**src/rtl/if_fetch_queue_if.sv**
```systemverilog
// rtl/if_fetch_queue_if.sv - fetch stage bus bundle: IM port, BR register read, PC write, redirect and ID handshake
interface if_fetch_queue_if #(
  parameter int ADDR_W = 32,
  parameter int DATA_W = 32,
  parameter int RSEL_W = 3
);
  logic              imem_req;
  logic [ADDR_W-1:0] imem_addr;
  logic [DATA_W-1:0] imem_rdata;
  logic [RSEL_W-1:0] br_addr;
  logic [ADDR_W-1:0] br_value;
  logic              pc_wr;
  logic [ADDR_W-1:0] pc_wr_val;
  logic              redirect;
  logic [ADDR_W-1:0] redirect_pc;
  logic              id_valid;
  logic              id_ready;
  logic [DATA_W-1:0] id_instr;
  logic [ADDR_W-1:0] id_pc;

  // fetch stage side
  modport master (
    output imem_req, imem_addr, br_addr, pc_wr, pc_wr_val, id_valid, id_instr, id_pc,
    input  imem_rdata, br_value, redirect, redirect_pc, id_ready
  );

  // memory / register file / ID side
  modport slave (
    input  imem_req, imem_addr, br_addr, pc_wr, pc_wr_val, id_valid, id_instr, id_pc,
    output imem_rdata, br_value, redirect, redirect_pc, id_ready
  );
endinterface

```
**src/rtl/if_fetch_queue.sv**
```systemverilog
// rtl/if_fetch_queue.sv - instruction fetch with local B/BR resolution and a DEPTH-entry prefetch queue
module if_fetch_queue #(
  parameter int              ADDR_W   = 32,
  parameter int              DATA_W   = 32,
  parameter int              DEPTH    = 4,
  parameter logic [ADDR_W-1:0] RESET_PC = '0,
  parameter int              RSEL_W   = 3
) (
  input logic             clk,
  input logic             reset,
  if_fetch_queue_if.master bus
);
  localparam int PTR_W = $clog2(DEPTH);
  localparam int CNT_W = PTR_W + 1;
  localparam logic [6:0] OP_B  = 7'b1100000;
  localparam logic [6:0] OP_BR = 7'b1100010;

  logic [ADDR_W-1:0] fetch_pc_q, fetch_pc_d;
  logic [ADDR_W-1:0] req_pc_q, req_pc_d;
  logic              inflight_q, inflight_d;
  logic              kill_q, kill_d;
  logic [PTR_W-1:0]  head_q, head_d;
  logic [PTR_W-1:0]  tail_q, tail_d;
  logic [CNT_W-1:0]  count_q, count_d;
  logic [ADDR_W-1:0] mem_pc_q [DEPTH];
  logic [ADDR_W-1:0] mem_pc_d [DEPTH];
  logic [DATA_W-1:0] mem_instr_q [DEPTH];
  logic [DATA_W-1:0] mem_instr_d [DEPTH];

  logic              resp_valid;
  logic [6:0]        opcode;
  logic              is_b, is_br, taken;
  logic [ADDR_W-1:0] imm_off, target_base, target, seq_pc;
  logic [CNT_W-1:0]  occupancy;
  logic              deq, enq, issue;

  // Decode the response, resolve B/BR, decide issue and compute next queue/fetch state
  always_comb begin
    resp_valid  = inflight_q && !kill_q;
    opcode      = bus.imem_rdata[31:25];
    is_b        = resp_valid && (opcode == OP_B);
    is_br       = resp_valid && (opcode == OP_BR);
    taken       = is_b || is_br;
    imm_off     = {{(ADDR_W-18){bus.imem_rdata[15]}}, bus.imem_rdata[15:0], 2'b00};
    target_base = is_br ? bus.br_value : req_pc_q;
    target      = (target_base + imm_off) & ~ADDR_W'(3);
    seq_pc      = fetch_pc_q + ADDR_W'(4);

    // A killed response does not occupy a queue slot, so it is not counted here
    occupancy = count_q + CNT_W'(resp_valid);
    deq       = (count_q != '0) && bus.id_ready;
    issue     = !reset && !bus.redirect && ((occupancy < CNT_W'(DEPTH)) || deq);
    enq       = resp_valid && !bus.redirect;

    bus.imem_req  = issue;
    bus.imem_addr = fetch_pc_q;
    bus.br_addr   = resp_valid ? bus.imem_rdata[22 +: RSEL_W] : '0;
    bus.pc_wr     = !reset && !bus.redirect && (issue || taken);
    bus.pc_wr_val = taken ? target : seq_pc;
    bus.id_valid  = (count_q != '0);
    bus.id_instr  = mem_instr_q[head_q];
    bus.id_pc     = mem_pc_q[head_q];

    fetch_pc_d = fetch_pc_q;
    if (issue) fetch_pc_d = seq_pc;
    if (taken) fetch_pc_d = target;
    if (bus.redirect) fetch_pc_d = bus.redirect_pc & ~ADDR_W'(3);

    // The sequential fetch issued alongside a taken branch is on the wrong path
    inflight_d = issue;
    kill_d     = issue && taken;
    req_pc_d   = issue ? fetch_pc_q : req_pc_q;

    mem_pc_d    = mem_pc_q;
    mem_instr_d = mem_instr_q;
    if (enq) begin
      mem_pc_d[tail_q]    = req_pc_q;
      mem_instr_d[tail_q] = bus.imem_rdata;
    end

    head_d  = head_q;
    tail_d  = tail_q;
    count_d = count_q + CNT_W'(enq) - CNT_W'(deq);
    if (deq) head_d = head_q + PTR_W'(1);
    if (enq) tail_d = tail_q + PTR_W'(1);
    if (bus.redirect) begin
      head_d  = '0;
      tail_d  = '0;
      count_d = '0;
    end
  end

  // State registers; reset drops the in-flight request and empties the queue at once
  always_ff @(posedge clk or posedge reset) begin
    if (reset) begin
      fetch_pc_q <= RESET_PC;
      req_pc_q   <= '0;
      inflight_q <= 1'b0;
      kill_q     <= 1'b0;
      head_q     <= '0;
      tail_q     <= '0;
      count_q    <= '0;
      for (int i = 0; i < DEPTH; i++) begin
        mem_pc_q[i]    <= '0;
        mem_instr_q[i] <= '0;
      end
    end else begin
      fetch_pc_q  <= fetch_pc_d;
      req_pc_q    <= req_pc_d;
      inflight_q  <= inflight_d;
      kill_q      <= kill_d;
      head_q      <= head_d;
      tail_q      <= tail_d;
      count_q     <= count_d;
      mem_pc_q    <= mem_pc_d;
      mem_instr_q <= mem_instr_d;
    end
  end
endmodule

```
**src/flat_wrapper.sv**
```systemverilog
// flat-port wrapper written by rule: the top's interface ports become plain ports
module if_fetch_queue_flat 
#(
  parameter int              ADDR_W   = 32,
  parameter int              DATA_W   = 32,
  parameter int              DEPTH    = 4,
  parameter logic [ADDR_W-1:0] RESET_PC = '0,
  parameter int              RSEL_W   = 3
)
  (clk, reset, bus_imem_req, bus_imem_addr, bus_br_addr, bus_pc_wr, bus_pc_wr_val, bus_id_valid, bus_id_instr, bus_id_pc, bus_imem_rdata, bus_br_value, bus_redirect, bus_redirect_pc, bus_id_ready);
  if_fetch_queue_if #(.ADDR_W(ADDR_W), .DATA_W(DATA_W), .RSEL_W(RSEL_W)) bus_i ();
  input logic clk;
  input logic reset;
  output wire logic [$bits(bus_i.imem_req)-1:0] bus_imem_req;
  output wire logic [$bits(bus_i.imem_addr)-1:0] bus_imem_addr;
  output wire logic [$bits(bus_i.br_addr)-1:0] bus_br_addr;
  output wire logic [$bits(bus_i.pc_wr)-1:0] bus_pc_wr;
  output wire logic [$bits(bus_i.pc_wr_val)-1:0] bus_pc_wr_val;
  output wire logic [$bits(bus_i.id_valid)-1:0] bus_id_valid;
  output wire logic [$bits(bus_i.id_instr)-1:0] bus_id_instr;
  output wire logic [$bits(bus_i.id_pc)-1:0] bus_id_pc;
  input wire logic [$bits(bus_i.imem_rdata)-1:0] bus_imem_rdata;
  input wire logic [$bits(bus_i.br_value)-1:0] bus_br_value;
  input wire logic [$bits(bus_i.redirect)-1:0] bus_redirect;
  input wire logic [$bits(bus_i.redirect_pc)-1:0] bus_redirect_pc;
  input wire logic [$bits(bus_i.id_ready)-1:0] bus_id_ready;
  assign bus_imem_req = bus_i.imem_req;
  assign bus_imem_addr = bus_i.imem_addr;
  assign bus_br_addr = bus_i.br_addr;
  assign bus_pc_wr = bus_i.pc_wr;
  assign bus_pc_wr_val = bus_i.pc_wr_val;
  assign bus_id_valid = bus_i.id_valid;
  assign bus_id_instr = bus_i.id_instr;
  assign bus_id_pc = bus_i.id_pc;
  assign bus_i.imem_rdata = bus_imem_rdata;
  assign bus_i.br_value = bus_br_value;
  assign bus_i.redirect = bus_redirect;
  assign bus_i.redirect_pc = bus_redirect_pc;
  assign bus_i.id_ready = bus_id_ready;
  if_fetch_queue #(.ADDR_W(ADDR_W), .DATA_W(DATA_W), .DEPTH(DEPTH), .RESET_PC(RESET_PC), .RSEL_W(RSEL_W)) u_core (.clk(clk), .reset(reset), .bus(bus_i));
endmodule
```
**config.mk**
```make
export PLATFORM = sky130hd
export DESIGN_NAME = if_fetch_queue_flat
export DESIGN_NICKNAME = d
export VERILOG_FILES = /design/src/rtl/if_fetch_queue_if.sv /design/src/rtl/if_fetch_queue.sv /design/src/flat_wrapper.sv
export SDC_FILE = /design/constraint.sdc
export NUM_CORES = 1
export LEC_CHECK = 0
export CELL_PAD_IN_SITES_DETAIL_PLACEMENT = 2
export CELL_PAD_IN_SITES_GLOBAL_PLACEMENT = 2
export CORE_MARGIN = 2
export CORE_UTILIZATION = 38
export CTS_CLUSTER_SIZE = 24
export DETAILED_ROUTE_END_ITERATION = 10
export GPL_ROUTABILITY_DRIVEN = 0
export GPL_TIMING_DRIVEN = 0
export PLACE_DENSITY = 0.9
export RECOVER_POWER = 50
export SLEW_MARGIN = 0
export SYNTH_ARGS = -nofsm -noshare
export SYNTH_HDL_FRONTEND = slang
export SYNTH_SLANG_ARGS = --single-unit
export TNS_END_PERCENT = 50
```
**constraint.sdc**
```tcl
create_clock -name clk -period 13.65 [get_ports clk]
set_clock_uncertainty 0.2 [all_clocks]
set_input_delay 2.0475 -clock clk [delete_from_list [all_inputs] [get_ports clk]]
set_output_delay 2.0475 -clock clk [all_outputs]
set_load 0.03 [all_outputs]
```
==> impl_metrics.tcl, run 1 <==
set metrics [dict create \
    numPortBuffers 228 \
    worstMarginPinSlew_ns 6.53 \
    root_buffer "clkbuf_16" \
    hold_viol 0 \
    netlist.area_leader.share_pct 48.2 \
    vias 13218 \
    syn_inst 1388 \
    seqPwrFrac_pct 34.0 \
    vias_per_cell 5.78 \
    ys.flop_type "dfrtp_1" \
    ys.warnings.count 0 \
    fmax_mhz 92.7 \
    final.period_utilization_pct 79.1 \
    yosys.cell_count.top_type "dfrtp_1" \
    clkPwrFrac_pct 26.5 \
    initial_core_util_pct 38.5 \
    synth-edff-count 0 \
    synth-seq-area-share_pct 48.2 \
    required_ns 11.40 \
    yosysUniqueCellTypes 58 \
    nFillCells 4311 \
    status "complete, but fails checks" \
    fp-row-count 77 \
    drtIter0Drc 801 \
    synthTopCellsByArea "dfrtp_1, mux2_2, mux4_2, nand2_1, ha_1" \
    gr-usage-all-layers_pct 29.2 \
    hold_buffers 0 \
    cp.arrival_ns 8.55 \
    async_flop_share_pct 100 \
    p_int_mw 2.59 \
    switching_share_pct 37.4 \
    final.min_clock_period_ns 10.79 \
    cts.repair.resized 0 \
    dp_hpwl_um 47600 \
    critPathMaxStageDelay_ns 0.71 \
    start_kind "primary input" \
    cts_tree "done" \
    synth_top_area_cell "dfrtp_1" \
    antenna_found_initial 4 \
    die-area_um2 46600 \
    synthToLayoutAreaGrowth_pct 25.7 \
    post_drt_wl_per_cell_um 29.6 \
    hp-class "flop to flop" \
    firstDrtPassIters 5 \
    postRouteAntennaNets 0 \
    p_comb_share_pct 39.5 \
    power_leakage_nw 9.48 \
    slowest_stage "clkdlybuf4s50_1" \
    cts.reportedPaths.clkPinSlew_ns 0.06 \
    final_core_utilization_pct 48.4 \
    cts_buffers 40 \
    cts_sinks 329 \
    setup-tns-final_ns 0 \
    fin_nets 1799 \
    wl_um 67600 \
    postCtsSetupBuffers 0 \
    route.detailed.drc 0 \
    drive_above_1_share_pct 26.4 \
    ctsLongestPathBuffers 3 \
    end_kind "output port" \
    synth-compound-area-share_pct 5.75 \
    grt_overflow_total 0 \
    ys_seq_elements 329 \
    synth_adder_area_share_pct 2.95 \
    path_cells "clkdlybuf4s50_1 -> nor4b_1 -> and4b_1 -> nand2_1 -> clkbuf_1 -> clkbuf_1 -> mux2_2 -> ha_1 -> inv_1 -> fa_1 -> nor2b_1 -> o211ai_1 -> a21oi_1 -> nor3_1 -> o31a_1 -> o221ai_1 -> mux2i_1 -> a21boi_0 -> clkdlybuf4s50_1" \
    finalPower_mw 4.13 \
    grt_max_degree 140 \
    die_y_um 216 \
    dieWidth_um 216 \
    yosys.area_share.xor_xnor_pct 3.85 \
    synthTopCellsByCount "dfrtp_1, mux2_2, nand2_1" \
    io_pins 234 \
    max-vdd-ir-drop_v 0.000140 \
    path_class "primary input to output port" \
    synth_top_family_by_area "multiplexers" \
    pwr_density_cell_nw_per_um2 193 \
    avgSynthCellArea_um2 12.3 \
    grt_pass1_wl_um 102000 \
    cap_violations 2 \
    grt_pass1_vias 15413 \
    syn_area_um2 17100 \
    cp_max_fo 10 \
    violations "capacitance limit, slew limit" \
    h-tree-depth 2 \
    setup_violations 0 \
    synth_fp_nets 1527 \
    synthSimpleGateAreaFrac_pct 8.47 \
    grt_setup_unrepaired "false" \
    muxShareOfSynthArea_pct 28.2 \
    clkLatencyLatePin_ns 0.57 \
    netSwitchingPower_mw 1.54 \
    max_slew_margin_pct -336 \
    drv_slew 193 \
    core-area_um2 44300 \
]
[metal layers]
metal  part of all wire [%]  GRT usage [%]  wire (um)
met5                  0.024              0         16
met4                    5.4           14.6       3620
met3                    5.7           6.15       3880
met2                     50           50.3      33700
met1                     39           34.6      26300
[cells by family after synthesis]
kind of cell               count (synthesis)
buffers and inverters                    105
and+or+nand+nor                          320
adders and majority gates                 39
DFF                                      329
muxes                                    366
AOI/OAI and AO/OA                        154
xor gates and xnor gates                  75
[cell usage in the layout, fill, tap and decap left out, types with 5 or more instances in the layout]
master	n
dfrtp_1	329
mux2_2	285
clkdlybuf4s50_1	193
nand2_1	154
nor2_1	66
mux4_2	64
clkbuf_1	54
xnor2_1	44
a21oi_1	42
clkbuf_16	42
ha_1	37
dlygate4sd3_1	35
xor2_1	31
o21ai_0	30
buf_2	27
nand3_1	25
inv_1	20
and2_1	17
mux2i_1	17
a21o_1	16
o31ai_1	14
buf_1	13
nand4_1	12
nor3_1	10
nor2b_1	8
o21ai_1	8
a31oi_1	7
and2_0	6
and4_1	6
a211oi_1	5
clkbuf_8	5
[cell type report]
cell class,count,area (um^2),share of cell area (%)
Sequential cell,329,8230,38.4
Multi-Input combinational cell,954,8410,39.2
Inverter,22,83.8,0.391
Clock inverter,13,166,0.775
Antenna cell,4,10.0,0.0466
Tap cell,592,741,3.45
Clock buffer,58,1160,5.41
Timing Repair Buffer,230,2310,10.8
Buffer,83,347,1.61
[per-stage QoR]
stage / hold WS, ns / area [um^2] / cells / setup WS, ns
after floorplan: 0.275 / 17100 / 1388 / 2.29
after global placement: 0.283 / 20100 / 2208 / -1.38
after detailed placement: 0.294 / 20200 / 2210 / 3.00
after CTS: 0.306 / 21500 / 2281 / 2.82
after global routing: 0.322 / 21500 / 2282 / 1.67
final: 0.304 / 21500 / 2285 / 2.86
[power by group through the flow]
stage / Sequential [mW] / Combinational, mW / Clock, mW
global route: 1.43 / 1.72 / 1.15
detailed placement: 1.40 / 1.62 / 0
global placement: 1.36 / 1.55 / 0
floorplan: 1.33 / 1.03 / 0
finish: 1.40 / 1.63 / 1.10
CTS: 1.40 / 1.65 / 1.12
[flip-flops by register name, indices dropped and copies added (netlist names)]
register,flops
u_core.head_q,2
u_core.kill_q,1
u_core.tail_q,2
u_core.mem_pc_q,128
u_core.req_pc_q,32
u_core.inflight_q,1
u_core.count_q,3
u_core.mem_instr_q,128
u_core.bus.imem_addr,32
[final timing paths]
path | start | endpoint | slack (ns) | cells after the start
max in group asynchronous | reset | u_core.mem_pc_q[99] | 3.11 | 3
min reg2reg | u_core.mem_pc_q[100] | u_core.mem_pc_q[100] | 0.30 | 1
min | u_core.mem_pc_q[100] | u_core.mem_pc_q[100] | 0.30 | 1
max | bus_imem_rdata[27] | bus_pc_wr_val[24] | 2.86 | 19
min in group asynchronous | reset | u_core.bus.imem_addr[24] | 2.80 | 2
max reg2reg | u_core.inflight_q | u_core.bus.imem_addr[26] | 7.79 | 18
[worst max-delay path: cells and delay by family]
family | cells | cell delay (ns)
compound gates | 5 | 1.36
simple gates | 5 | 1.72
mux | 2 | 0.73
fa+ha+maj | 2 | 0.58
buf+inv | 5 | 2.08
Power figures use the tool's default switching activity.
==> run 2: changes to the inputs <==
==> constraint.sdc (replaced) <==
create_clock -name clk -period 10.3 [get_ports clk]
set_clock_uncertainty 0.2 [all_clocks]
set_input_delay 1.545 -clock clk [delete_from_list [all_inputs] [get_ports clk]]
set_output_delay 1.545 -clock clk [all_outputs]
set_load 0.03 [all_outputs]
==> impl_metrics.tcl, run 2 (synthesis results as in run 1) <==
set metrics [dict create \
    status "complete, but fails checks" \
    violations "capacitance limit, slew limit" \
    drv_slew 329 \
    whs_path_depth 1 \
    root_buffer "clkbuf_16" \
    synthToLayoutAreaGrowth_pct 25.4 \
    fp-row-count 77 \
    hold_buffers 0 \
    post_drt_wl_per_cell_um 30.1 \
    initial_core_util_pct 38.5 \
    core-area_um2 44300 \
    grt_overflow_total 0 \
    cts.reportedPaths.clkPinSlew_ns 0.05 \
    max_slew_margin_pct -61.1 \
    vias 13199 \
    cp.arrival_ns 8.15 \
    hp-class "flop to flop" \
    worstMarginPinSlew_ns 2.42 \
    firstDrtPassIters 5 \
    antenna_found_initial 5 \
    timing.rr.start "u_core.inflight_q" \
    nFillCells 4358 \
    cts_sinks 329 \
    die-area_um2 46600 \
    antenna_cells 0 \
    end_kind "output port" \
    final.min_clock_period_ns 9.89 \
    postRouteAntennaNets 0 \
    grt_max_degree 43 \
    dp.cells 2217 \
    required_ns 8.56 \
    postCtsSetupBuffers 0 \
    die_y_um 216 \
    vias_per_cell 5.77 \
    rr_endpoint "u_core.bus.imem_addr[26]" \
    fmax_mhz 101 \
    hold_viol 0 \
    whs_ns 0.306 \
    cts.repair.resized 0 \
    clkLatencyLatePin_ns 0.57 \
    final_cell_mix "dfrtp_1, mux2_2, clkdlybuf4s50_1, nand2_1, nor2_1" \
    ctsLongestPathBuffers 3 \
    setup-tns-final_ns 0 \
    top_regs "u_core.mem_instr_q: 128 flops, u_core.mem_pc_q: 128 flops" \
    final.period_utilization_pct 96.0 \
    fin_cells 2286 \
    grt_pass1_vias 15298 \
    layout_commonest_cell "dfrtp_1" \
    cp_max_fo 10 \
    grt_pass1_wl_um 103000 \
    dp_hpwl_um 49100 \
    dieWidth_um 216 \
    wl_um 68700 \
    crit_start "bus_imem_rdata[28]" \
    setup_violations 0 \
    power_leakage_nw 9.48 \
    cts_tree "done" \
    reg2reg_depth 18 \
    max-vdd-ir-drop_v 0.000162 \
    fin_nets 1806 \
    drtIter0Drc 821 \
    route.detailed.drc 0 \
    path_class "primary input to output port" \
    pwr_density_cell_nw_per_um2 254 \
    cap_violations 9 \
    cts_buffers 39 \
    start_kind "primary input" \
    numPortBuffers 228 \
    io_pins 234 \
    ff2ff_setup_slack_ns 4.23 \
    drive_above_1_share_pct 26.0 \
    min_to "u_core.mem_instr_q[54]" \
    grt_setup_unrepaired "false" \
    h-tree-depth 2 \
    gr-usage-all-layers_pct 29.7 \
    hold_start "u_core.mem_instr_q[54]" \
]
## run 2: through the flow
step	utilization [%]	setup slack, ns	area [um^2]	total power, mW
floorplan	-	3.04	17100	3.12
global placement	45.3	0.884	20100	3.86
detailed placement	45.8	0.680	20300	4.02
CTS	48.6	0.528	21500	5.47
global route	48.3	0.189	21400	5.65
finish	48.3	0.408	21400	5.44
## run 2: area by class of cell
cell class	count	area, um^2	share of cell area, %
inverters	22	83.8	0.392
flip-flops and latches	329	8230	38.5
plain buffers	83	347	1.62
clock inverters	9	67.6	0.316
repair buffers	238	2330	10.9
multi-input cells	954	8410	39.3
well taps	592	741	3.46
clock buffers	59	1190	5.58
## run 2: where the power goes
| group | internal (mW) | total, mW | switching, mW |
|---|---|---|---|
| Sequential | 1.59 | 1.86 | 0.272 |
| Clock | 0.803 | 1.39 | 0.587 |
| Combinational | 0.981 | 2.19 | 1.21 |
| Total | 3.37 | 5.44 | 2.07 |
## run 2: worst max-delay path by stage
stage | to | slack [ns] | cells past startpoint
floorplan | bus_pc_wr_val[24] | 3.04 | 17
global placement | bus_pc_wr_val[24] | 0.88 | 19
detailed placement | bus_pc_wr_val[24] | 0.68 | 19
CTS | bus_pc_wr_val[24] | 0.53 | 19
global route | bus_pc_wr_val[30] | 0.19 | 19
finish | bus_pc_wr_val[24] | 0.41 | 19
## run 2: per-layer routing
metal / GRT usage (%) / part of all wire (%) / vias to the layer above
met4: 13.6 / 4.7 / 6
met5: 0 / 0.058 / -
met2: 51.7 / 51 / 438
met3: 5.92 / 5.8 / 158
met1: 35.4 / 38 / 7066
li1: - / - / 5531
## run 2: critical path, stage by stage
cell	delay [ns]
clkdlybuf4s50_1	0.53
nor4b_1	0.68
and4b_1	0.50
nand2_1	0.26
clkbuf_1	0.43
clkbuf_1	0.47
mux2_2	0.40
ha_1	0.21
inv_1	0.08
fa_1	0.22
nor2b_1	0.08
o211ai_1	0.41
a21oi_1	0.12
nor3_1	0.36
o31a_1	0.29
o221ai_1	0.20
mux2i_1	0.38
a21boi_0	0.26
clkdlybuf4s50_1	0.71
==> run 3: changes to the inputs <==
--- a/config.mk
+++ b/config.mk
@@ -15,6 +15,7 @@
 export GPL_TIMING_DRIVEN = 0
 export PLACE_DENSITY = 0.9
 export RECOVER_POWER = 50
+export SETUP_SLACK_MARGIN = 0.05
 export SLEW_MARGIN = 0
 export SYNTH_ARGS = -nofsm -noshare
 export SYNTH_HDL_FRONTEND = slang
==> results of run 3 <==
Final layout, timing and power as in run 2 (identical DEF).
